<file path="config.mk">
export PLATFORM = sky130hd
export DESIGN_NAME = morse_sequencer
export DESIGN_NICKNAME = d
export VERILOG_FILES = /design/src/rtl/morse_sequencer.sv
export SDC_FILE = /design/constraint.sdc
export NUM_CORES = 1
export LEC_CHECK = 0
export ABC_AREA = 1
export CAP_MARGIN = 20
export CORE_UTILIZATION = 39
export CTS_BUF_LIST = sky130_fd_sc_hd__clkbuf_8 sky130_fd_sc_hd__clkbuf_16
export DETAILED_ROUTE_END_ITERATION = 16
export GPL_TIMING_DRIVEN = 0
export PLACE_DENSITY = 0.58
export SYNTH_ARGS = -nofsm -noshare
export SYNTH_HDL_FRONTEND = slang
export SYNTH_SLANG_ARGS = --single-unit
</file>
<file path="constraint.sdc">
create_clock -name i_clk -period 1.8 [get_ports i_clk]
set_input_delay 0.18 -clock i_clk [delete_from_list [all_inputs] [get_ports i_clk]]
set_output_delay 0.18 -clock i_clk [all_outputs]
set_load 0.005 [all_outputs]
</file>
<file path="src/rtl/morse_sequencer.sv">
// Plays one Morse character on a LED from a captured 10-bit word of {valid,long} pairs, MSB pair first.
// Optional MORSE_LETTER_GAP_EN stretches the closing off-time of a played character to LETTER_UNITS.
module morse_sequencer #(
    parameter int TICK_DIV     = 12500000,
    parameter int DOT_UNITS    = 1,
    parameter int DASH_UNITS   = 3,
    parameter int GAP_UNITS    = 1,
    parameter int LETTER_UNITS = 3,
    parameter int CNT_W        = 26
) (
    input  logic       i_clk,
    input  logic       i_reset,
    input  logic       i_start,
    input  logic [9:0] i_morse,
    output logic       o_led,
    output logic       o_dash,
    output logic       o_busy,
    output logic       o_done
);

    localparam logic [2:0] S_IDLE  = 3'd0;
    localparam logic [2:0] S_FETCH = 3'd1;
    localparam logic [2:0] S_ON    = 3'd2;
    localparam logic [2:0] S_GAP   = 3'd3;
    localparam logic [2:0] S_LGAP  = 3'd4;
    localparam logic [2:0] S_DONE  = 3'd5;

    // Durations are loaded as N-1 so a state lasts exactly N cycles.
    localparam int LGAP_CYC = (LETTER_UNITS - GAP_UNITS) * TICK_DIV;
    localparam logic [CNT_W-1:0] DOT_CNT  = CNT_W'(DOT_UNITS * TICK_DIV - 1);
    localparam logic [CNT_W-1:0] DASH_CNT = CNT_W'(DASH_UNITS * TICK_DIV - 1);
    localparam logic [CNT_W-1:0] GAP_CNT  = CNT_W'(GAP_UNITS * TICK_DIV - 1);
    localparam logic [CNT_W-1:0] LGAP_CNT = CNT_W'(LGAP_CYC - 1);

    logic [2:0]       r_state;
    logic [9:0]       r_shift;
    logic [CNT_W-1:0] r_cnt;
    logic [2:0]       r_nsym;
    logic             r_long;

    logic w_sym_vld;
    logic w_cnt_zero;
    logic w_lgap_go;

    assign w_sym_vld  = r_shift[9] && (r_nsym != 3'd5);
    assign w_cnt_zero = (r_cnt == '0);

`ifdef MORSE_LETTER_GAP_EN
    assign w_lgap_go = (r_nsym != 3'd0) && (LGAP_CYC != 0);
`else
    assign w_lgap_go = 1'b0;
`endif

    always_ff @(posedge i_clk or posedge i_reset) begin
        if (i_reset) begin
            r_state <= S_IDLE;
            r_shift <= '0;
            r_cnt   <= '0;
            r_nsym  <= '0;
            r_long  <= 1'b0;
        end else begin
            case (r_state)
                S_IDLE: begin
                    if (i_start) begin
                        r_shift <= i_morse;
                        r_nsym  <= 3'd0;
                        r_state <= S_FETCH;
                    end
                end
                S_FETCH: begin
                    if (w_sym_vld) begin
                        r_long  <= r_shift[8];
                        r_cnt   <= r_shift[8] ? DASH_CNT : DOT_CNT;
                        r_state <= S_ON;
                    end else if (w_lgap_go) begin
                        r_cnt   <= LGAP_CNT;
                        r_state <= S_LGAP;
                    end else begin
                        r_state <= S_DONE;
                    end
                end
                S_ON: begin
                    if (w_cnt_zero) begin
                        r_cnt   <= GAP_CNT;
                        r_state <= S_GAP;
                    end else begin
                        r_cnt <= r_cnt - CNT_W'(1);
                    end
                end
                S_GAP: begin
                    if (w_cnt_zero) begin
                        r_shift <= {r_shift[7:0], 2'b00};
                        r_nsym  <= r_nsym + 3'd1;
                        r_state <= S_FETCH;
                    end else begin
                        r_cnt <= r_cnt - CNT_W'(1);
                    end
                end
                S_LGAP: begin
                    if (w_cnt_zero) begin
                        r_state <= S_DONE;
                    end else begin
                        r_cnt <= r_cnt - CNT_W'(1);
                    end
                end
                S_DONE:  r_state <= S_IDLE;
                default: r_state <= S_IDLE;
            endcase
        end
    end

    assign o_led  = (r_state == S_ON);
    assign o_dash = (r_state == S_ON) && r_long;
    assign o_busy = (r_state != S_IDLE);
    assign o_done = (r_state == S_DONE);

endmodule

</file>
==> results.txt <==
----------------------------------------------------
[Final layout]
  Final Util ... 0.541
  Most common cell after layout, fill and taps aside ... sky130_fd_sc_hd__nand2_1
  Synthesis-to-finish area growth ... 33.5%
  Antenna diode instance count ... 0
  Fraction of layout instances using a drive strength above 1 ... 0.258
  Net count reported at finish ... 466
  Top library cells by usage in the layout, fill and taps aside ... sky130_fd_sc_hd__nand2_1, sky130_fd_sc_hd__nor2_1, sky130_fd_sc_hd__inv_1, sky130_fd_sc_hd__dfrtp_1, sky130_fd_sc_hd__nand3_1

[Route]
  Number of nets still failing antenna checks after routing ... 0
  Mean routed wirelength per cell ... 13.3 microns
  1st-iter DRT viols ... 112
  Detailed-route vias per instance ... 4.83
  Via Count ... 2634
  Residual DRC count ... 0
  Post-Route WL ... 7.25 mm
  1st-pass router iterations ... 4

[Worst setup path]
  Startpoint of the worst register-to-register path ... r_cnt[0]$_DFFE_PP0P_
  Family of cells with the greatest summed delay on the critical path ... simple AND/OR/NAND/NOR gates
  Cell breakdown of the critical path ... inv_2, ha_4, inv_2, nor2_2, nand3_2, nor2_4, nand3_4, a21oi_4, buf_6, nand2_2, o21ai_1
  Worst path slowest cell ... sky130_fd_sc_hd__dfrtp_1
  Maximum net fanout on the critical path ... 5
  Largest stage delay, worst path ... 410 ps
  Critical path startpoint ... r_cnt[0]$_DFFE_PP0P_
  Crit-path most repeated cell ... sky130_fd_sc_hd__inv_2
  Required time worst endpoint ... 2020 ps
  Category of the critical setup timing path ... reg2reg
  Number of buffer and inverter stages on the critical path ... 3
  Kind of capture point of the worst setup path ... register
  Nature of the critical path startpoint ... register
  Arrival time worst endpoint ... 2030 ps

[Clocking]
  Later-pin clock latency in the skew report ... 290 ps
  Clock tree root driver cell ... sky130_fd_sc_hd__clkbuf_8
  Worst-case clock buffer depth ... 2
  H-tree depth reported by CTS ... 2
  Clock buffers created by TritonCTS ... 5
  TritonCTS clock tree ... yes
  Clock Pin Slew Worst Setup and Hold Paths ... 80 ps
  Clk sinks ... 43

[Power and ir drop]
  Switching power ... 0.361 mW
  Comb pwr share ... 0.037
  Internal Power ... 1.30 mW
  LEAKAGE ... 1.73 nW
  Part of the power in the clock network ... 0.382
  Sw frac ... 0.218
  Power per cell area ... 451 nW/um^2
  Reg power frac ... 0.582
  VDD IR max ... 0.298 mV

[Logic synthesis]
  Post-synthesis instance area ... 2750 sq um
  Unique cell type count in the Yosys netlist ... 32
  Count of warnings emitted by yosys ... 0
  Sequential area share after synthesis ... 0.391
  Number of register bits inferred by synthesis ... 43
  Post-synth top area cell ... sky130_fd_sc_hd__dfrtp_1
  Synthesized net count ... 418
  Portion of synthesized cell area occupied by the leading cell type ... 0.391
  Post-Synthesis Cells ... 401
  Largest cells by area after synthesis ... sky130_fd_sc_hd__dfrtp_1, sky130_fd_sc_hd__nand2_1, sky130_fd_sc_hd__nor2_1
  Post-synthesis average cell area ... 6.86 sq um

[Die]
  Die extent in y ... 86.0 microns
  Core ar. ... 6790 sq um
  Die width ... 86.0 microns
  Standard-cell row count ... 30
  Die Area ... 7400 sq um
  Number of I/O pins ... 17
  Starting density of the core ... 0.405

[STA]
  Post-route setup slack ... -10.9 ps
  Final setup viols ... 4
  Final worst clock skew ... 6.48 ps
  Least-Margin Pin Slew ... 365 ps
  Accumulated negative setup slack ... -23.6 ps
  Setup repair after global routing missed its margin ... yes
  Pins Over Slew Limit ... 0
  Period utilisation layout ... 1.01
  Final Hold Vio Count ... 0
  Post-layout min period ... 1810 ps
  Worst hold margin ... 173 ps
  Max-Slew Margin vs Limit ... 0.756
  Max Clk Rate ... 552 MHz

[Worst hold path]
  Kind of path behind the tightest hold check ... in2async

[Global route]
  Initial antenna violation count ... 0
  Pin count of the biggest net entering global routing ... 29
  First-pass GRT wire length ... 12.0 mm
  Overall track demand over capacity in global routing ... 0.205
  Vias in the first global route ... 2598
  Grt total ovfl ... 0

[Outcome]
  Failing checks ... setup timing
  Outcome ... finished with violations

[Placement]
  Detail Placement HPWL ... 4.90 mm
  Routability congestion estimate ... 0.897
  Pre-CTS WS ... -285 ps
  IO buf count ... 16

[Job]
  # Max-Cap Violations ... 0

----------------------------------------------------
logic make-up after synthesis:
family	after synthesis	synth area share
flip-flops	43	0.391
AND/OR/NAND/NOR	225	0.352
adder cells (fa/ha/maj)	4	0.0182
buffers and inverters	66	0.0973
AO/OA/AOI/OAI	50	0.100
XOR/XNOR	13	0.0414
routing by layer:
layer / vias up / track usage / part of all wire / wire [microns]
met1: 1235 / 0.264 / 0.46 / 3310
li1: 1358 / - / - / -
met5: - / 0 / 0 / 0
met4: 0 / 0.0485 / 0.0090 / 65
met2: 35 / 0.361 / 0.51 / 3690
met3: 6 / 0.0298 / 0.026 / 185
registers in the layout (all words and copies together) (netlist names):
register and flops:
r_nsym 3, r_state 3, r_long 1, r_shift 10, r_cnt 26
cell type report:
| class | instances | area [sq um] |
|---|---|---|
| sequential | 43 | 1080 |
| fill | 675 | 3120 |
| multi-input combinational | 292 | 1690 |
| timing repair buffer | 41 | 404 |
| clock inverter | 1 | 5.00 |
| buffer | 6 | 60.1 |
| inverter | 60 | 233 |
| clock buffer | 6 | 82.6 |
| tap | 96 | 120 |
what timing repair did:
item                                    CTS  global route
gates cloned                              1             2
buffers inserted                         15             6
gates resized for setup                  36            74
endpoints found under the setup margin   43            43
pin swaps                                 7            20
hold buffers                              0             0
hold endpoints to repair                  0             0
worst paths after layout:
kind,slack (ps),depth (start not counted),endpoint
min in group i_clk,460,3,r_shift[1]$_DFFE_PP0P_
max reg2reg,-10,11,r_shift[9]$_DFFE_PP0P_
max in group asynchronous,1140,3,r_state[0]$_DFFE_PP0P_
max,-10,11,r_shift[9]$_DFFE_PP0P_
min,170,2,r_cnt[1]$_DFFE_PP0P_
min reg2reg,520,2,r_shift[2]$_DFFE_PP0P_
cells in the mapped netlist:
library cell	number
sky130_fd_sc_hd__xnor2_1	2
sky130_fd_sc_hd__buf_4	3
sky130_fd_sc_hd__nand2_4	1
sky130_fd_sc_hd__and2_1	1
sky130_fd_sc_hd__o21bai_1	1
sky130_fd_sc_hd__inv_2	5
sky130_fd_sc_hd__a31oi_1	1
sky130_fd_sc_hd__nand4_4	1
sky130_fd_sc_hd__nand2_1	107
sky130_fd_sc_hd__a21oi_1	4
sky130_fd_sc_hd__a21oi_2	1
sky130_fd_sc_hd__clkbuf_1	1
sky130_fd_sc_hd__nand2_2	1
sky130_fd_sc_hd__dfrtp_1	43
sky130_fd_sc_hd__nand4_1	9
sky130_fd_sc_hd__buf_6	1
sky130_fd_sc_hd__nor2_1	68
sky130_fd_sc_hd__nor4_1	1
sky130_fd_sc_hd__or2_2	2
sky130_fd_sc_hd__xor2_1	11
sky130_fd_sc_hd__a22oi_1	7
sky130_fd_sc_hd__nor3_1	2
sky130_fd_sc_hd__nor3_4	1
sky130_fd_sc_hd__buf_2	1
sky130_fd_sc_hd__o21ai_1	6
sky130_fd_sc_hd__inv_1	55
sky130_fd_sc_hd__ha_1	4
sky130_fd_sc_hd__nand3_1	26
sky130_fd_sc_hd__nor2_2	3
sky130_fd_sc_hd__o21ai_0	30
sky130_fd_sc_hd__nand3b_1	1
sky130_fd_sc_hd__nor3_2	1
through the flow:
step | instances | power [mW] | area, sq um
floorplan | 401 | 1.01 | 2750
global placement | 513 | 1.04 | 3030
detailed placement | 514 | 1.05 | 3050
CTS | 537 | 1.69 | 3400
global route | 545 | 1.73 | 3680
finish | 545 | 1.66 | 3680
power groups by stage:
stage	Combinational (mW)	Sequential (mW)	Clock, mW
final	0.0606	0.965	0.633
after global routing	0.0684	0.965	0.699
after CTS	0.0614	0.965	0.659
after detailed placement	0.0613	0.984	0
after global placement	0.0553	0.984	0
after floorplan	0.0211	0.984	0
Power figures use the tool's default switching activity.
